===== config.mk =====
export PLATFORM = sky130hd
export DESIGN_NAME = bsr_loader
export DESIGN_NICKNAME = d
export VERILOG_FILES = /design/src/rtl/bsr_pkg.sv /design/src/rtl/bsr_loader.sv
export SDC_FILE = /design/constraint.sdc
export NUM_CORES = 1
export LEC_CHECK = 0
export ABC_CLOCK_PERIOD_IN_PS = 2000
export BUFFER_PORTS_ARGS = -buffer_cell sky130_fd_sc_hd__clkbuf_2
export CAP_MARGIN = 0
export CORE_AREA = 2 2 39 41
export DETAILED_ROUTE_END_ITERATION = 10
export DIE_AREA = 0 0 41 43
export GPL_TIMING_DRIVEN = 0
export HOLD_SLACK_MARGIN = 0.05
export PLACE_DENSITY = 0.7
export RECOVER_POWER = 50
export SETUP_SLACK_MARGIN = 0.4
export SYNTH_ARGS = -nofsm -noshare
export SYNTH_HDL_FRONTEND = slang
export SYNTH_SLANG_ARGS = --single-unit

===== constraint.sdc =====
create_clock -name clk -period 2 [get_ports clk]
set_input_delay 0.1 -clock clk [delete_from_list [all_inputs] [get_ports clk]]
set_output_delay 0.1 -clock clk [all_outputs]
set_load 0.005 [all_outputs]

===== src/rtl/bsr_pkg.sv =====
// Shared definitions for the bidirectional shift register and its loader.
// Holds the loader FSM state encoding and the shift-direction constants
// used by bsr, bsr_loader and their benches.
package bsr_pkg;

  typedef enum logic [1:0] {
    IDLE  = 2'd0,
    SETUP = 2'd1,
    SHIFT = 2'd2,
    DONE  = 2'd3
  } state_t;

  // 0: m enters bit 0 (left shift), 1: m enters bit N-1 (right shift)
  localparam logic DIR_LEFT  = 1'b0;
  localparam logic DIR_RIGHT = 1'b1;

endpackage


===== src/rtl/bsr_loader.sv =====
// bsr_loader: accepts an N-bit word plus direction over valid/ready and
// serializes it into a bsr as N enabled shifts, each preceded by GAP idle
// cycles, so the register ends up holding the accepted word.
// Ports:
//   clk, rst      clock (rising edge), async active-low reset
//   din, dir_in   word and direction, captured on valid & ready
//   valid, ready  input handshake
//   m, dir, en    serial bit, direction and shift enable to bsr
//   busy          transfer in progress
//   done          one-cycle pulse after the last shift
module bsr_loader
  import bsr_pkg::*;
#(
  parameter int N   = 4,
  parameter int GAP = 0
) (
  input  logic         clk,
  input  logic         rst,
  input  logic [N-1:0] din,
  input  logic         dir_in,
  input  logic         valid,
  output logic         ready,
  output logic         m,
  output logic         dir,
  output logic         en,
  output logic         busy,
  output logic         done
);

  localparam int BW = (N > 1) ? $clog2(N) : 1;

  state_t        state, state_nxt;
  logic [N-1:0]  word;
  logic [BW-1:0] bit_cnt;
  logic [BW-1:0] nxt_cnt;
  logic [BW-1:0] nxt_idx;
  logic          accept;
  logic          last_bit;
  logic          gap_last;

  // Moore decode straight off the state register
  assign ready  = (state == IDLE) || (state == DONE);
  assign busy   = (state == SETUP) || (state == SHIFT);
  assign en     = (state == SHIFT);
  assign done   = (state == DONE);

  assign accept   = valid && ready;
  assign last_bit = (bit_cnt == BW'(N - 1));
  assign nxt_cnt  = bit_cnt + BW'(1);
  // Right shifts go LSB first, left shifts MSB first, so both directions
  // leave the register equal to the word.
  assign nxt_idx  = (dir == DIR_RIGHT) ? nxt_cnt : BW'(N - 1) - nxt_cnt;

  generate
    if (GAP > 0) begin : g_gap
      localparam int GW = $clog2(GAP + 1);
      logic [GW-1:0] gap_cnt;

      // Counts the SETUP cycles of the current slot; cleared outside SETUP
      always_ff @(posedge clk or negedge rst) begin
        if (!rst)                gap_cnt <= '0;
        else if (state == SETUP) gap_cnt <= gap_cnt + GW'(1);
        else                     gap_cnt <= '0;
      end

      assign gap_last = (gap_cnt == GW'(GAP - 1));
    end else begin : g_nogap
      assign gap_last = 1'b1;
    end
  endgenerate

  always_ff @(posedge clk or negedge rst) begin
    if (!rst) state <= IDLE;
    else      state <= state_nxt;
  end

  always_comb begin
    state_nxt = state;
    case (state)
      IDLE, DONE: begin
        if (accept) state_nxt = (GAP > 0) ? SETUP : SHIFT;
        else        state_nxt = IDLE;
      end
      SETUP:   if (gap_last) state_nxt = SHIFT;
      SHIFT: begin
        if (last_bit)     state_nxt = DONE;
        else if (GAP > 0) state_nxt = SETUP;
        else              state_nxt = SHIFT;
      end
      default: state_nxt = IDLE;
    endcase
  end

  // Captured word, bit pointer and the registered serial outputs. m and
  // dir are only updated on accept or when leaving a shift slot, so they
  // hold through SETUP, SHIFT and after completion.
  always_ff @(posedge clk or negedge rst) begin
    if (!rst) begin
      word    <= '0;
      bit_cnt <= '0;
      m       <= 1'b0;
      dir     <= DIR_LEFT;
    end else if (accept) begin
      word    <= din;
      dir     <= dir_in;
      bit_cnt <= '0;
      m       <= (dir_in == DIR_RIGHT) ? din[0] : din[N-1];
    end else if (state == SHIFT && !last_bit) begin
      bit_cnt <= nxt_cnt;
      m       <= word[nxt_idx];
    end
  end

endmodule


==> results.yml <==
status:
  status: "complete, no violations"
cts:
  cts-root-buf: "clkbuf_4"
  cts_buffers: 3
  cts.sinks: 10
  cts_max_path_buffers: 2
  cts_tree: "built"
  clk_latency_ns: 0.26
  clk_pin_slew_ns: 0.07
  cts_max_level: 1
floorplanning:
  io_pins: 14
  die_area_mm2: 0.001763
  die_h_um: 43
  rows: 14
  initial_utilization: 0.3698
  core-area_mm2: 0.001384
  die_w_um: 41
sta:
  whs_ns: 0.06598
  rsz0062_at_grt: "true"
  finClkSkew_ns: 0.001399
  period_minus_slack_ns: 1.528
  worstMarginPinSlew_ns: 0.5311
  slew-limit-headroom: 0.6459
  drv_slew: 0
  period_share: 0.7641
  finalSetupViolations: 0
  fmax_ghz: 0.6543
  hold_violations: 0
  finalSetupTns_ns: 0
worst_setup_path:
  cp-end-kind: "flip-flop"
  cp_slowest_cell: "mux4_2"
  crit_fanout: 2
  critPathBufInv: 0
  cp_top_family: "multiplexers"
  worstPathCellList: "ha_4 -> mux4_2 -> o211ai_2 -> o21a_1"
  crit_required_ns: 2.20
  worstSetupPathType: "flip-flop to flip-flop"
  arrival_ns: 1.73
  startpoint_type: "flip-flop"
  max_stage_delay_ns: 0.49
global_routing:
  grt.total_usage: 0.1223
  grt_pass1_vias: 352
  grt_overflow_total: 0
  grt_pass1_wl_um: 1373
  grt_max_degree: 11
  antenna_found_initial: 0
detailed_routing:
  via_count: 342
  drc: 0
  routed_wl_um: 886
  routedWlPerCell_um: 12.14
  via_per_inst: 4.685
  postRouteAntennaNets: 0
  drtIter0Drc: 1
  drtPass1Iterations: 2
synthesis:
  yosysTopAreaCell: "dfrtp_1"
  synth_warnings: 0
  async_flop_share: 1.000
  synth_edf_count: 0
  synth_top_cells_by_count: "dfrtp_1, mux2_2, mux2i_1"
  synth_area_leaders: "dfrtp_1, mux2_2, mux2i_1"
  yosysMostFrequentCell: "dfrtp_1"
  ys.flop_type: "dfrtp_1"
  synthesis.area_um2: 511.7
  synthCells: 38
  synth.avg_cell_area_um2: 13.47
  ys_types: 14
  synth_seq_cells: 10
  synth_top_area_frac: 0.4890
  synth_fp_nets: 49
  seq_area_frac_synth: 0.4890
finish:
  nFillCells: 138
  post-route-util: 0.4783
  n_antenna_cell: 0
  nets: 69
  stdcell_area_um2: 661.9
  synthToLayoutAreaGrowth_pct: 29.34
  drive_gt1_frac: 0.4561
worst_hold_path:
  hold_class: "primary input to flip-flop"
flow_run:
  cap_violations: 0
placed_design:
  dpl_cell_area_um2: 596.8
  dp_hpwl_um: 692.8
  place.gp.congestion: 0.5974
  io_buffers: 13
power:
  irDropWorstVdd_mv: 0.6150
  p_per_area_mw_per_mm2: 1757
  total_power_w: 0.001163
  power_leakage_nw: 0.3133
## through the flow
stage | instances | setup WS (ns)
5_1_grt | 73 | 0.3956
4_1_cts | 73 | 0.4344
2_1_floorplan | 38 | 0.4837
3_5_place_dp | 67 | 0.4134
3_3_place_gp | 67 | 0.4404
6_report | 73 | 0.4717
## kinds of logic (layout without fill, tap and decap cells)
family,count (synthesis),after routing,share of synthesized area
muxes,12,12,0.2738
DFF,10,10,0.4890
and+or+nand+nor,5,5,0.05135
AOI/OAI and AO/OA,4,4,0.05868
adders and majority gates,3,3,0.07336
buffers and inverters,3,22,0.03668
xor gates and xnor gates,1,1,0.01712
## final cells by class
cell class              count  area, um^2  area share
flip-flops and latches     10       250.2      0.3781
clock buffers               4       36.28     0.05482
plain buffers               1       11.26     0.01701
well taps                  16       20.02     0.03025
repair buffers             15       78.83      0.1191
inverters                   2       7.507     0.01134
multi-input cells          25       257.7      0.3894
## path summary, 6_finish.rpt
path / startpoint / to / slack (ns) / cells after the start
max in group asynchronous: rst / m$_DFFE_PN0P_ / 1.32 / 2
hold / removal: din[2] / word[2]$_DFFE_PN0P_ / 0.07 / 2
setup / recovery: bit_cnt[0]$_DFFE_PN0P_ / m$_DFFE_PN0P_ / 0.47 / 4
setup reg to reg: bit_cnt[0]$_DFFE_PN0P_ / m$_DFFE_PN0P_ / 0.47 / 4
min in group asynchronous: rst / state[0]$_DFF_PN0_ / 0.33 / 2
hold reg to reg: word[3]$_DFFE_PN0P_ / word[3]$_DFFE_PN0P_ / 0.54 / 1
## worst reg2reg max path, stage by stage, from the launching register on
cell      delay (ns)
dfrtp_1         0.42
ha_4            0.28
mux4_2          0.49
o211ai_2        0.14
o21a_1          0.14
## cell usage in the layout, fill, tap and decap left out, drive strengths merged, types with 2 or more instances in the layout
master / n
clkbuf: 17
nand2: 2
mux2i: 5
buf: 2
ha: 3
a21oi: 2
mux2: 6
nand2b: 2
inv: 2
dfrtp: 10
## where the power goes
group	internal, W	switching (W)	total [W]	leakage, nW
registers	0.000305	0.0000698	0.000375	0.118
logic	0.000352	0.000256	0.000608	0.174
clock network	0.000110	0.0000694	0.000180	0.0210
total	0.000768	0.000395	0.00116	0.313
## metal layers
metal	vias to the layer above	global-route usage	wire length, um
met4	0	0.1000	14
met5	-	0	0
met2	9	0.1938	452
met1	159	0.1351	389
met3	2	0.01571	30
li1	172	-	-
## flip-flops by register name, indices dropped and copies added (netlist names)
name     count
m            1
word         4
dir          1
state        2
bit_cnt      2
## repair_timing
action                                  CTS  global route
endpoints found under the setup margin    1             6
resized for setup                         0             2
hold buffers                              1             0
setup buffers                             1             0
endpoints found under the hold margin    10             0
Note: power is estimated with default switching activity, not from simulation.
